`config.mk`:
```
export PLATFORM = sky130hd
export DESIGN_NAME = pifo_rank_sorter
export DESIGN_NICKNAME = d
export VERILOG_FILES = /design/src/rtl/pifo_pkg.sv /design/src/rtl/pifo_slot.sv /design/src/rtl/pifo_rank_sorter.sv
export SDC_FILE = /design/constraint.sdc
export NUM_CORES = 1
export LEC_CHECK = 0
export CORE_AREA = 3 3 378 193
export CTS_CLUSTER_SIZE = 16
export DETAILED_ROUTE_END_ITERATION = 10
export DIE_AREA = 0 0 381 196
export PLACE_DENSITY_LB_ADDON = 0.25
export SLEW_MARGIN = 40
export SYNTH_ARGS = -nofsm -noshare
export SYNTH_HDL_FRONTEND = slang
export SYNTH_SLANG_ARGS = --single-unit
```
`constraint.sdc`:
```
create_clock -name clk -period 4.2 [get_ports clk]
set_clock_uncertainty 0.15 [all_clocks]
set_input_delay 0.63 -clock clk [delete_from_list [all_inputs] [get_ports clk]]
set_output_delay 0.63 -clock clk [all_outputs]
set_load 0.02 [all_outputs]
```
`src/rtl/pifo_pkg.sv`:
```
// rtl/pifo_pkg.sv - shared entry field widths and slot next-state selector for the PIFO rank sorter
package pifo_pkg;

    localparam int PIFO_QUEUE_INDEX_WIDTH = 6;
    localparam int PIFO_RANK_WIDTH        = 3;
    localparam int PIFO_PACKET_WIDTH      = 7;
    // Entries are packed {length, rank, queue}, queue in the low bits.
    localparam int ENTRY_WIDTH = PIFO_QUEUE_INDEX_WIDTH + PIFO_RANK_WIDTH + PIFO_PACKET_WIDTH;

    typedef enum logic [1:0] {
        SLOT_HOLD,
        SLOT_LEFT,
        SLOT_RIGHT,
        SLOT_LOAD
    } slot_sel_e;

endpackage

```
`src/rtl/pifo_slot.sv`:
```
// rtl/pifo_slot.sv - one sorter slot: register, rank compare and hold/shift/load mux
module pifo_slot
    import pifo_pkg::*;
#(
    parameter int QUEUE_INDEX_WIDTH = PIFO_QUEUE_INDEX_WIDTH,
    parameter int RANK_WIDTH        = PIFO_RANK_WIDTH,
    parameter int PACKET_WIDTH      = PIFO_PACKET_WIDTH,
    parameter bit HEAD              = 1'b0
) (
    input  logic                                              clk,
    input  logic                                              rst,
    input  logic                                              push,
    input  logic                                              pop,
    input  logic [QUEUE_INDEX_WIDTH+RANK_WIDTH+PACKET_WIDTH-1:0] new_entry,
    input  logic                                              left_flag,
    input  logic                                              left_valid,
    input  logic [QUEUE_INDEX_WIDTH+RANK_WIDTH+PACKET_WIDTH-1:0] left_entry,
    input  logic                                              right_flag,
    input  logic                                              right_valid,
    input  logic [QUEUE_INDEX_WIDTH+RANK_WIDTH+PACKET_WIDTH-1:0] right_entry,
    output logic                                              insert_flag,
    output logic                                              valid,
    output logic [QUEUE_INDEX_WIDTH+RANK_WIDTH+PACKET_WIDTH-1:0] entry
);

    logic [RANK_WIDTH-1:0] new_rank;
    logic [RANK_WIDTH-1:0] stored_rank;
    slot_sel_e             sel;

    assign new_rank    = new_entry[QUEUE_INDEX_WIDTH +: RANK_WIDTH];
    assign stored_rank = entry[QUEUE_INDEX_WIDTH +: RANK_WIDTH];

    // Set when the new entry belongs at or before this slot; monotone across the array.
    assign insert_flag = !valid || (new_rank < stored_rank);

    // Push+pop is evaluated as if the array had already shifted down by one.
    always_comb begin
        sel = SLOT_HOLD;
        case ({push, pop})
            2'b10:   sel = insert_flag ? (left_flag ? SLOT_LEFT : SLOT_LOAD) : SLOT_HOLD;
            2'b01:   sel = SLOT_RIGHT;
            2'b11:   sel = right_flag ? ((insert_flag && !HEAD) ? SLOT_HOLD : SLOT_LOAD)
                                      : SLOT_RIGHT;
            default: sel = SLOT_HOLD;
        endcase
    end

    always_ff @(posedge clk) begin
        if (rst) begin
            valid <= 1'b0;
            entry <= '0;
        end else begin
            case (sel)
                SLOT_LEFT: begin
                    valid <= left_valid;
                    entry <= left_entry;
                end
                SLOT_RIGHT: begin
                    valid <= right_valid;
                    entry <= right_entry;
                end
                SLOT_LOAD: begin
                    valid <= 1'b1;
                    entry <= new_entry;
                end
                default: begin
                    valid <= valid;
                    entry <= entry;
                end
            endcase
        end
    end

endmodule

```
`src/rtl/pifo_rank_sorter.sv`:
```
// rtl/pifo_rank_sorter.sv - rank-sorted PIFO with per-queue pop toggles; optional stats via PIFO_RANK_SORTER_STATS_EN
module pifo_rank_sorter
    import pifo_pkg::*;
#(
    parameter int DEPTH             = 16,
    parameter int QUEUE_COUNT       = 64,
    parameter int QUEUE_INDEX_WIDTH = PIFO_QUEUE_INDEX_WIDTH,
    parameter int RANK_WIDTH        = PIFO_RANK_WIDTH,
    parameter int PACKET_WIDTH      = PIFO_PACKET_WIDTH
) (
    input  logic                         clk,
    input  logic                         rst,
    input  logic [QUEUE_INDEX_WIDTH-1:0] s_axis_doorbell_queue,
    input  logic [RANK_WIDTH-1:0]        s_axis_doorbell_priority,
    input  logic [PACKET_WIDTH-1:0]      s_axis_doorbell_pkt_length,
    input  logic                         s_axis_doorbell_valid,
    output logic                         s_axis_doorbell_ready,
    output logic [QUEUE_INDEX_WIDTH-1:0] m_axis_sched_queue,
    output logic [RANK_WIDTH-1:0]        m_axis_sched_priority,
    output logic [PACKET_WIDTH-1:0]      m_axis_sched_pkt_length,
    output logic                         m_axis_sched_valid,
    input  logic                         m_axis_sched_ready,
    output logic [QUEUE_COUNT-1:0]       pifo_pop_signal,
`ifdef PIFO_RANK_SORTER_STATS_EN
    output logic [31:0]                  stat_push_count,
    output logic [31:0]                  stat_pop_count,
    output logic [$clog2(DEPTH):0]       stat_max_occupancy,
`endif
    output logic [$clog2(DEPTH):0]       occupancy
);

    localparam int EW = QUEUE_INDEX_WIDTH + RANK_WIDTH + PACKET_WIDTH;
    localparam int OW = $clog2(DEPTH) + 1;

    logic [EW-1:0]    slot_entry [DEPTH];
    logic [DEPTH-1:0] slot_valid;
    logic [DEPTH-1:0] slot_flag;
    logic [EW-1:0]    new_entry;
    logic             push_fire;
    logic             pop_fire;
    logic [OW-1:0]    occupancy_next;

    assign new_entry = {s_axis_doorbell_pkt_length, s_axis_doorbell_priority, s_axis_doorbell_queue};

    assign s_axis_doorbell_ready = !rst && (occupancy < OW'(DEPTH));
    assign m_axis_sched_valid    = (occupancy != '0);
    assign push_fire             = s_axis_doorbell_valid && s_axis_doorbell_ready;
    assign pop_fire              = m_axis_sched_valid && m_axis_sched_ready;

    assign m_axis_sched_queue      = slot_entry[0][QUEUE_INDEX_WIDTH-1:0];
    assign m_axis_sched_priority   = slot_entry[0][QUEUE_INDEX_WIDTH +: RANK_WIDTH];
    assign m_axis_sched_pkt_length = slot_entry[0][EW-1 -: PACKET_WIDTH];

    for (genvar i = 0; i < DEPTH; i++) begin : g_slot
        logic          l_flag;
        logic          l_valid;
        logic [EW-1:0] l_entry;
        logic          r_flag;
        logic          r_valid;
        logic [EW-1:0] r_entry;

        if (i == 0) begin : g_left_edge
            assign l_flag  = 1'b0;
            assign l_valid = 1'b0;
            assign l_entry = '0;
        end else begin : g_left
            assign l_flag  = slot_flag[i-1];
            assign l_valid = slot_valid[i-1];
            assign l_entry = slot_entry[i-1];
        end

        // Beyond the last slot everything reads as an empty slot.
        if (i == DEPTH - 1) begin : g_right_edge
            assign r_flag  = 1'b1;
            assign r_valid = 1'b0;
            assign r_entry = '0;
        end else begin : g_right
            assign r_flag  = slot_flag[i+1];
            assign r_valid = slot_valid[i+1];
            assign r_entry = slot_entry[i+1];
        end

        pifo_slot #(
            .QUEUE_INDEX_WIDTH (QUEUE_INDEX_WIDTH),
            .RANK_WIDTH        (RANK_WIDTH),
            .PACKET_WIDTH      (PACKET_WIDTH),
            .HEAD              (i == 0)
        ) u_slot (
            .clk         (clk),
            .rst         (rst),
            .push        (push_fire),
            .pop         (pop_fire),
            .new_entry   (new_entry),
            .left_flag   (l_flag),
            .left_valid  (l_valid),
            .left_entry  (l_entry),
            .right_flag  (r_flag),
            .right_valid (r_valid),
            .right_entry (r_entry),
            .insert_flag (slot_flag[i]),
            .valid       (slot_valid[i]),
            .entry       (slot_entry[i])
        );
    end

    always_comb begin
        occupancy_next = occupancy;
        case ({push_fire, pop_fire})
            2'b10:   occupancy_next = occupancy + OW'(1);
            2'b01:   occupancy_next = occupancy - OW'(1);
            default: occupancy_next = occupancy;
        endcase
    end

    always_ff @(posedge clk) begin
        if (rst) begin
            occupancy       <= '0;
            pifo_pop_signal <= '0;
        end else begin
            occupancy <= occupancy_next;
            if (pop_fire) begin
                pifo_pop_signal[m_axis_sched_queue] <= ~pifo_pop_signal[m_axis_sched_queue];
            end
        end
    end

`ifdef PIFO_RANK_SORTER_STATS_EN
    always_ff @(posedge clk) begin
        if (rst) begin
            stat_push_count    <= '0;
            stat_pop_count     <= '0;
            stat_max_occupancy <= '0;
        end else begin
            if (push_fire) stat_push_count <= stat_push_count + 32'd1;
            if (pop_fire)  stat_pop_count  <= stat_pop_count + 32'd1;
            if (occupancy_next > stat_max_occupancy) stat_max_occupancy <= occupancy_next;
        end
    end
`endif

endmodule

```
==> results.txt <==
Status: complete, no violations
Routed wire per std cell: 22.08 um
Worst Setup End Kind: register
Setup crit start kind: register
Synthesized instance count: 2493
Leak: 0.008147 uW
PD cells: 714.4 nW/um^2
Fin crit share: 91.72%
HP Class: reg -> reg
Worst slew margin relative to its limit: 38.43%
Multiplexer area fraction after synthesis: 5.892%
Antenna violations before repair: 0
Most frequent cells in the layout: dfxtp_1 (340), nor2_1 (203), a21oi_1 (163)
Sequential fraction of the synthesis area: 32.70%
Critical path fanouts, max: 16
RSZ-0062 raised after global routing: false
Gr ovfl total: 0
I/O Buffers: 106
VDD IR-drop max: 408.5 uV
1st-iter DRT viols: 1739
Clock latency on the worst-skew pair: 0.55 ns
CTS Hold Bufs: 0
Yosys top cell area share: 32.70%
Total core area: 69260 um^2
Worst r2r dst: g_slot[3].u_slot.entry[5]
RR Startpoint: occupancy[0]
Hold Worst Slack: 0.3194 ns
Final HPWL DP: 52960 um
Final hold violation count: 0
# DRC: 0
Xor/xnor cell area share of the yosys netlist: 0.2098%
Flop2flop setup slack: 0.35 ns
Setup TNS: 0 ns
Worst path required time: 4.43 ns
EDFF count, synth: 0
Initial Utilization: 30.14%
CTS Buffer Depth: 3
CTS tree: built
Register-to-Register Path Depth: 10
Synth async-reset ratio: 0%
Compound-gate portion of the synthesized area: 37.45%
Post-synthesis simple-gate area fraction: 13.10%
Vias in the first global route: 19903
Max stage delay on crit path: 0.61 ns
Max Slew Vio Count: 0
Remaining antenna violation count: 0
# rows: 68
Average via count per standard cell: 5.891
First-pass GRT wire length: 119600 um
Root Buffer: clkbuf_16
Nets: 2547
Clk pin slew, worst setup/hold paths: 0.06 ns
CTS Sinks: 341
Total GRT Usage: 19.68%
Share of post-route cells with drive strength above 1: 15.36%
Top FF cell, synth: dfxtp_1
RePlAce Congestion: 0.8371
PostCTS Resize Cnt: 0
# IOs: 107
TritonCTS Buffers: 39
CP Capture Point: g_slot[3].u_slot.entry[5]
Post-synth top area cell: dfxtp_1
Max_cap viols: 0
Synth-to-Final Area Change: 15.10%
Diodes inserted: 0
Critical Path AT: 4.08 ns
Post-Route WL: 76370 um
Fin crit period: 3.852 ns
Crit-path cells: or4_1 > o21ai_1 > buf_4 > ha_1 > inv_1 > buf_4 > a21oi_1 > nand4_1 > o21ai_0 > a221oi_1
Chip width: 381 um
Postcts setup bufs: 0
Crit path launch: occupancy[0]
Final-report setup violation count: 0
Htree depth: 2
Critical Path Most Common Cell: buf_4
Die area: 74680 um^2
Worst Tran Pin Value: 0.9207 ns
Ys Warns: 0
Main combinational cell family by area after synthesis: compound AO/OA/AOI/OAI gates
Main area contributors after synthesis: dfxtp_1 (33%), o221a_2 (5.6%), a211oi_1 (5.0%)
Most common cell after layout, fill and taps aside: dfxtp_1
Synth cell types: 93
Peak Freq: 259.6 MHz
Vias: 20372
Chip height: 196 um
Avg Inst Size Synth: 8.373 um^2
Critical path type: reg -> reg
Drt first pass iters: 6
FF+latch count, synth: 341
Post-Synth Adder-Cell Area: 2.433%
Max stage delay cell, worst path: nand4_1
Syn nets: 2553
Largest net degree at the start of global routing: 165
Post-Syn Area: 20880 um^2
==> power breakdown <==
part / leakage (uW) / internal (uW) / switching [uW]
Combinational: 0.00471 / 3050 / 4920
Sequential: 0.00278 / 4370 / 1140
Clock: 0.000656 / 2210 / 1470
==> logic make-up after synthesis <==
family / after synthesis
AOI/OAI and AO/OA: 1043
and+or+nand+nor: 559
buffers and inverters: 393
DFF: 341
muxes: 112
adders and majority gates: 40
xor gates and xnor gates: 5
==> through the flow <==
step	cell area, um^2	setup WS [ns]	util [%]	total power (uW)	instances
5_1_grt	24030	0.003514	34.69	18240	3458
3_5_place_dp	22710	0.2464	32.78	13420	3391
6_report	24030	0.3476	34.69	17170	3458
3_3_place_gp	22720	0.08948	32.81	13350	3389
4_1_cts	24040	0.3536	34.71	17130	3458
2_1_floorplan	20880	0.4645	-	11130	2493
==> worst max-delay path, delay by kind of cell (launching register included) <==
family	cells	cell delay (ns)
compound gates	4	1.12
fa+ha+maj	1	0.16
buf+inv	3	0.71
flops	1	0.37
simple gates	2	1.16
==> synthesized netlist by cell type (6+ instances only) <==
master	instances
a2bb2oi_1	33
nor3_1	48
clkbuf_1	143
a2111oi_0	51
a21o_1	21
o311ai_0	15
buf_6	11
nand2_1	90
nor3b_1	19
mux2_2	47
and3_1	31
a211oi_2	6
nand2b_1	7
a22oi_1	7
a222oi_1	15
o22ai_1	12
a31oi_1	90
buf_2	67
a221oi_1	36
ha_1	39
o21ai_0	160
a21boi_0	30
nand3b_1	14
o21ai_2	6
or3_1	9
o221a_2	104
nor2b_1	16
dfxtp_1	341
o21a_1	12
o21bai_1	14
a211oi_1	138
buf_4	19
a41oi_1	22
o31ai_1	19
a211o_1	10
inv_1	142
buf_1	6
nor2_1	206
mux2i_1	61
nand3_1	82
a21oi_2	6
a21oi_1	165
o21ai_1	14
==> metal layers <==
metal	part of all wire [%]	GRT usage, %	routed length [um]
met4	2.5	5.287	1904
met3	5.1	2.951	3928
met1	46	27.10	35370
met2	46	32.07	35160
met5	0	0	0
==> how the worst min path moves through the flow <==
stage,startpoint,endpoint,slack (ns),depth (start not counted)
after CTS,g_slot[0].u_slot.entry[10],g_slot[0].u_slot.entry[10],0.32,2
after global placement,g_slot[0].u_slot.entry[10],g_slot[0].u_slot.entry[10],0.31,2
after floorplan,g_slot[1].u_slot.entry[10],g_slot[2].u_slot.entry[10],0.29,2
after global routing,g_slot[0].u_slot.entry[10],g_slot[0].u_slot.entry[10],0.34,2
after detailed placement,g_slot[1].u_slot.entry[11],g_slot[2].u_slot.entry[11],0.31,2
final,g_slot[14].u_slot.entry[14],g_slot[15].u_slot.entry[14],0.32,2
==> state kept, by name (all words and copies together), names as in the netlist <==
| name | cells |
|---|---|
| g_slot.u_slot.entry | 256 |
| occupancy | 5 |
| pifo_pop_signal | 64 |
| g_slot.u_slot.valid | 16 |
==> area by class of cell <==
| cell class | instances | area, um^2 |
|---|---|---|
| fill | 7230 | 45230 |
| multi-input combinational | 1759 | 12390 |
| sequential | 341 | 6828 |
| timing repair buffer | 200 | 1743 |
| tap | 945 | 1182 |
| clock buffer | 57 | 1156 |
| inverter | 146 | 549.3 |
| clock inverter | 10 | 175.2 |
(Power assumes the default switching activity.)
==> RTL change 1, RTL diff (same flow settings) <==
Change the package constant `PIFO_RANK_WIDTH` from 3 to 4.
--- a/src/rtl/pifo_pkg.sv
+++ b/src/rtl/pifo_pkg.sv
@@ -2,7 +2,7 @@
 package pifo_pkg;
 
     localparam int PIFO_QUEUE_INDEX_WIDTH = 6;
-    localparam int PIFO_RANK_WIDTH        = 3;
+    localparam int PIFO_RANK_WIDTH        = 4;
     localparam int PIFO_PACKET_WIDTH      = 7;
     // Entries are packed {length, rank, queue}, queue in the low bits.
     localparam int ENTRY_WIDTH = PIFO_QUEUE_INDEX_WIDTH + PIFO_RANK_WIDTH + PIFO_PACKET_WIDTH;
Ports: changed (resized m_axis_sched_priority and s_axis_doorbell_priority); port bits go from 107 to 109. The function was not compared with the original's and may differ.
==> RTL change 1 against the unedited design <==
Cell area fell by 3.6%; setup slack improved by 140 ps; area after synthesis fell by 6.6%; power fell by 1.5%; sequential share of layout area rose by 2.5 points; global-route usage barely moved; sequential cell count rose by 16; wire length fell by 0.48%; first-iteration DRC count fell by 3.5%; largest power group unchanged; largest cell class unchanged; combinational power fell by 6.5%.
==> RTL change 1: results (changes against the unedited design) <==
route:
  firstDrtPassIters: 6  # unchanged
  wire_per_inst_um: 22.9  # +3.7%
  vias: 19100  # -6.3%
  drt_iter0_drc: 1678  # -3.5%
pwr:
  irDropWorstVdd_mv: 0.311  # -24%
  cellLeakagePower_nw: 8.12  # -0.38%
  p_sw_mw: 7.29  # -3.3%
clock_network:
  clk-insertion-delay-late_ps: 560
  cts_resized: 0  # unchanged
  cts-root-buf: "clkbuf_16"
  cts_buffers: 40  # +2.6%
  cts_setup_buffers: 0  # unchanged
  clockBufferDepth: 3  # unchanged
  htree_levels: 2  # unchanged
  hold_buffers: 0  # unchanged
sta:
  tightest_slew_ps: 877  # -44.1 ps
  holdWs_ps: 334  # +14.8 ps
place:
  gp_congestion: 0.886  # +5.9%
  portBuffers: 108  # +1.9%
  dp_hpwl_um: 52500  # -0.83%
final_layout:
  drive_gt1_frac: 0.119  # -0.0343
  reg_top3: "g_slot.u_slot.entry: 272 flops, pifo_pop_signal: 64 flops, g_slot.u_slot.valid: 16 flops"
  fillers: 7241  # +0.15%
  num-nets-final: 2424  # -4.8%
grt:
  grt_max_degree: 100  # -39%
  grt_usage: 0.197  # +0.000443
  grt_pass1_wl_um: 117000  # -2.1%
  antenna_found_initial: 0  # unchanged
min_path:
  hp-class: "flop to flop"
synthesis:
  yosysSeqAreaShare: 0.367  # +0.0397
  synthFlopType: "dfxtp_1"
  yosys_warnings: 0  # unchanged
  yosys-top-cells-area: "dfxtp_1 (37%), nor2_1 (6.0%), mux2i_1 (5.2%)"
  yosys-top-cells-count: "dfxtp_1 (357), nor2_1 (311), a21oi_1 (179)"
  ys_types: 96  # +3.2%
setup_path:
  rrSetupSlack_ps: 480  # +140 ps
  arrival_ps: 4000  # -80 ps
  worstPathMaxFanout: 18  # +2
outcome:
  outcome: "complete, no violations"
RTL change 1: cell types whose count changed after synthesis, sizes merged, moves of 38 or more:
cell,delta
a211oi,-65
mux2i,+40
a31oi,-73
o21ai,-64
o22ai,+103
o221ai,+90
o221a,-38
nor2,+108
mux2,-39
nand3,-57
RTL change 1: metal layers:
| layer | routed length (µm) | vias to the layer above | share of wire | GRT usage |
|---|---|---|---|---|
| met5 | 0 | - | 0 | 0 |
| met4 | 2180 | 0 | 0.029 | 0.0623 |
| met3 | 4860 | 139 | 0.064 | 0.0302 |
| met2 | 34200 | 754 | 0.45 | 0.316 |
| met1 | 34800 | 9333 | 0.46 | 0.272 |
| li1 | - | 8864 | - | - |
RTL change 1: cell type report:
type	instances	share of cell area
multi-input combinational	1616	0.475
inverter	122	0.0199
clock buffer	59	0.0525
clock inverter	9	0.00719
timing repair buffer	209	0.0856
antenna	1	0.000108
sequential	357	0.309
tap	945	0.0511
RTL change 1: critical path, cell delays in order, from the launching register on:
cell	delay, ps
dfxtp_1	370
nor3_1	200
nand2_1	220
nand2_1	300
buf_4	190
ha_1	190
buf_4	300
nand2_1	160
nor2_1	250
or4b_1	770
o21ai_0	390
nor3_1	80
RTL change 1: cell families after synthesis:
group,share of synthesized area
xor gates and xnor gates,0.00225
and+or+nand+nor,0.135
AOI/OAI and AO/OA,0.328
adders and majority gates,0.0370
DFF,0.367
muxes,0.0588
buffers and inverters,0.0721
RTL change 1: final timing paths:
path | from | endpoint | cells past startpoint
setup reg to reg | occupancy[0] | g_slot[8].u_slot.entry[2] | 11
hold / removal | g_slot[9].u_slot.entry[1] | g_slot[9].u_slot.entry[1] | 2
hold reg to reg | g_slot[9].u_slot.entry[1] | g_slot[9].u_slot.entry[1] | 2
setup / recovery | occupancy[0] | g_slot[8].u_slot.entry[2] | 11
RTL change 1: metrics by stage:
step / utilization / cells / power, mW / setup slack (ps) / cell area [µm²]
2_1_floorplan: - / 2295 / 10.5 / 123 / 19500
3_3_place_gp: 0.314 / 3249 / 13.0 / 212 / 21700
3_5_place_dp: 0.314 / 3249 / 13.0 / 226 / 21800
4_1_cts: 0.334 / 3317 / 16.8 / 354 / 23100
5_1_grt: 0.334 / 3317 / 17.9 / 326 / 23200
6_report: 0.334 / 3318 / 16.9 / 484 / 23200
RTL change 1: power groups by stage:
stage	clock (mW)	combinational, mW	sequential (mW)
after CTS	3.85	7.35	5.65
after floorplan	0	5.15	5.32
final	3.79	7.45	5.68
after global routing	3.99	8.08	5.82
after detailed placement	0	7.32	5.71
after global placement	0	7.24	5.72
==> RTL change 2, RTL diff (config.mk and constraints unchanged) <==
Made on the original files. Build with the macro `PIFO_RANK_SORTER_STATS_EN` defined.
--- a/src/rtl/pifo_rank_sorter.sv
+++ b/src/rtl/pifo_rank_sorter.sv
@@ -1,4 +1,6 @@
 // rtl/pifo_rank_sorter.sv - rank-sorted PIFO with per-queue pop toggles; optional stats via PIFO_RANK_SORTER_STATS_EN
+`define PIFO_RANK_SORTER_STATS_EN
+
 module pifo_rank_sorter
     import pifo_pkg::*;
 #(
Behaviour (old outputs only; new: stat_max_occupancy, stat_pop_count and stat_push_count): unchanged (Yosys induction, for registers that start in step).
==> RTL change 2 against the unedited design <==
Sequential cell count is 69 higher; clock power increased by 12%; combinational power shrank 2.9%; wire length about the same; highest routed layer unchanged; power up 5.8%; area after synthesis is 4.5% higher; setup slack better by 120 ps; cell area grew 9.0%; largest power group unchanged.
==> RTL change 2: results (changes against the unedited design) <==
route:
  wl_met2_um: 35800  # +1.9%
  met3WireLength_um: 3780  # -3.7%
  top_layer_used: "met4"
  wire_per_inst_um: 21.2  # -3.9%
  vias: 20600  # +1.3%
  firstDrtPassIters: 5  # -1
  wl_met1_um: 34900  # -1.2%
  drt_iter0_drc: 1579  # -9.2%
place:
  portBuffers: 175  # +65%
  gp_congestion: 0.825  # -1.4%
  dp_slack_ps: 17.0  # -229 ps
  placedInstanceArea_um2: 24700  # +8.8%
  dp_hpwl_um: 52800  # -0.30%
  dp.cells: 3521  # +3.8%
clock_network:
  cts_resized: 0  # unchanged
  clk_pin_slew_ps: 60  # about the same
  clockBufferDepth: 3  # unchanged
  htree_levels: 2  # unchanged
  clk-insertion-delay-late_ps: 590  # +40 ps
  cts-root-buf: "clkbuf_16"
  cts_setup_buffers: 0  # unchanged
  cts_buffers: 42  # +7.7%
final_layout:
  num-nets-final: 2688  # +5.5%
  reg_top3: "g_slot.u_slot.entry: 256 flops, pifo_pop_signal: 64 flops"
  fillers: 7122  # -1.5%
  stdcell_count: 3596  # +4.0%
  drive_gt1_frac: 0.125  # -0.0283
synthesis:
  yosys_warnings: 0  # unchanged
  async_flop_share: 0  # unchanged
  synthCells: 2516  # +0.92%
  yosysSeqAreaShare: 0.376  # +0.0491
  syn_nets: 2584  # +1.2%
  ys_types: 87  # -6.5%
  yosys-top-cells-count: "dfxtp_1 (410), a21oi_1 (249), nor2_1 (236)"
  yosys-top-cells-area: "dfxtp_1 (38%), mux2i_1 (6.9%), a21oi_1 (5.7%)"
grt:
  grt_max_degree: 151  # -8.5%
  grt_usage: 0.195  # -0.00141
  antenna_found_initial: 1  # +1
  grt_util_met3: 0.0292  # -0.000344
  grt_use_met1: 0.262  # -0.00883
  grt_pass1_wl_um: 119000  # -0.95%
  use_met2: 0.327  # +0.00671
  grt_pass1_vias: 19800  # -0.45%
job:
  max_cap_violations: 0  # unchanged
min_path:
  hp-class: "flop to flop"
pwr:
  cellLeakagePower_nw: 9.15  # +12%
  comb_power_share: 0.426  # -0.039
  p_sw_mw: 7.67  # +1.8%
  p_clk_frac: 0.227  # +0.013
  power_density_nw_per_um2: 693  # -3.0%
  irDropWorstVdd_mv: 0.326  # -20%
setup_path:
  slowest_delay_ps: 450  # -160 ps
  worstPathMaxFanout: 8  # -8
  cp_slowest_cell: "dfxtp_1"
sta:
  tightest_slew_ps: 1050  # +125 ps
outcome:
  outcome: "complete, no violations"
-- RTL change 2: changes by cell type in the layout (fill, tap and decap cells not counted), sizes merged, moves of 55 or more --
cell           before  now
a211oi            144   44
a21oi             171  249
a311oi              4   59
a31oi              90   17
clkdlybuf4s50      91  163
dfxtp             341  410
inv               142   83
mux2i              61  150
nor3               48  116
o221a             106    3
o221ai              4  118
o22ai              12   70
-- RTL change 2: final timing paths --
check / to / slack (ps) / start / cells past startpoint
min: g_slot[0].u_slot.valid / 330 / g_slot[0].u_slot.valid / 2
max: stat_max_occupancy[0] / 460 / occupancy[0] / 17
max reg2reg: stat_max_occupancy[0] / 460 / occupancy[0] / 17
min reg2reg: g_slot[0].u_slot.valid / 330 / g_slot[0].u_slot.valid / 2
-- RTL change 2: critical path: cells and delay by family (launching register included) --
kind	cells	cell delay (ps)
compound gates	4	710
xor+xnor	1	270
fa+ha+maj	3	960
buf+inv	2	170
flops	1	450
simple gates	7	950
-- RTL change 2: kinds of logic (layout without fill, tap and decap cells) --
kind of cell / count (synthesis) / after routing / share of synthesized area
adder cells (fa/ha/maj): 48 / 48 / 0.0279
multiplexers: 215 / 215 / 0.104
AND/OR/NAND/NOR: 633 / 633 / 0.138
other: 0 / 1 / 0
AO/OA/AOI/OAI: 857 / 857 / 0.276
XOR/XNOR: 57 / 57 / 0.0229
buffers and inverters: 296 / 430 / 0.0554
flip-flops: 410 / 410 / 0.376
-- RTL change 2: layout make-up --
type                    count  area, µm²  share of cell area
inverters                  80        308              0.0117
clock buffers              60       1240              0.0473
clock inverters            14        250             0.00955
multi-input cells        1810      12500               0.477
well taps                 945       1180              0.0451
flip-flops and latches    410       8210               0.313
repair buffers            276       2520              0.0962
diodes                      1       2.50           0.0000955
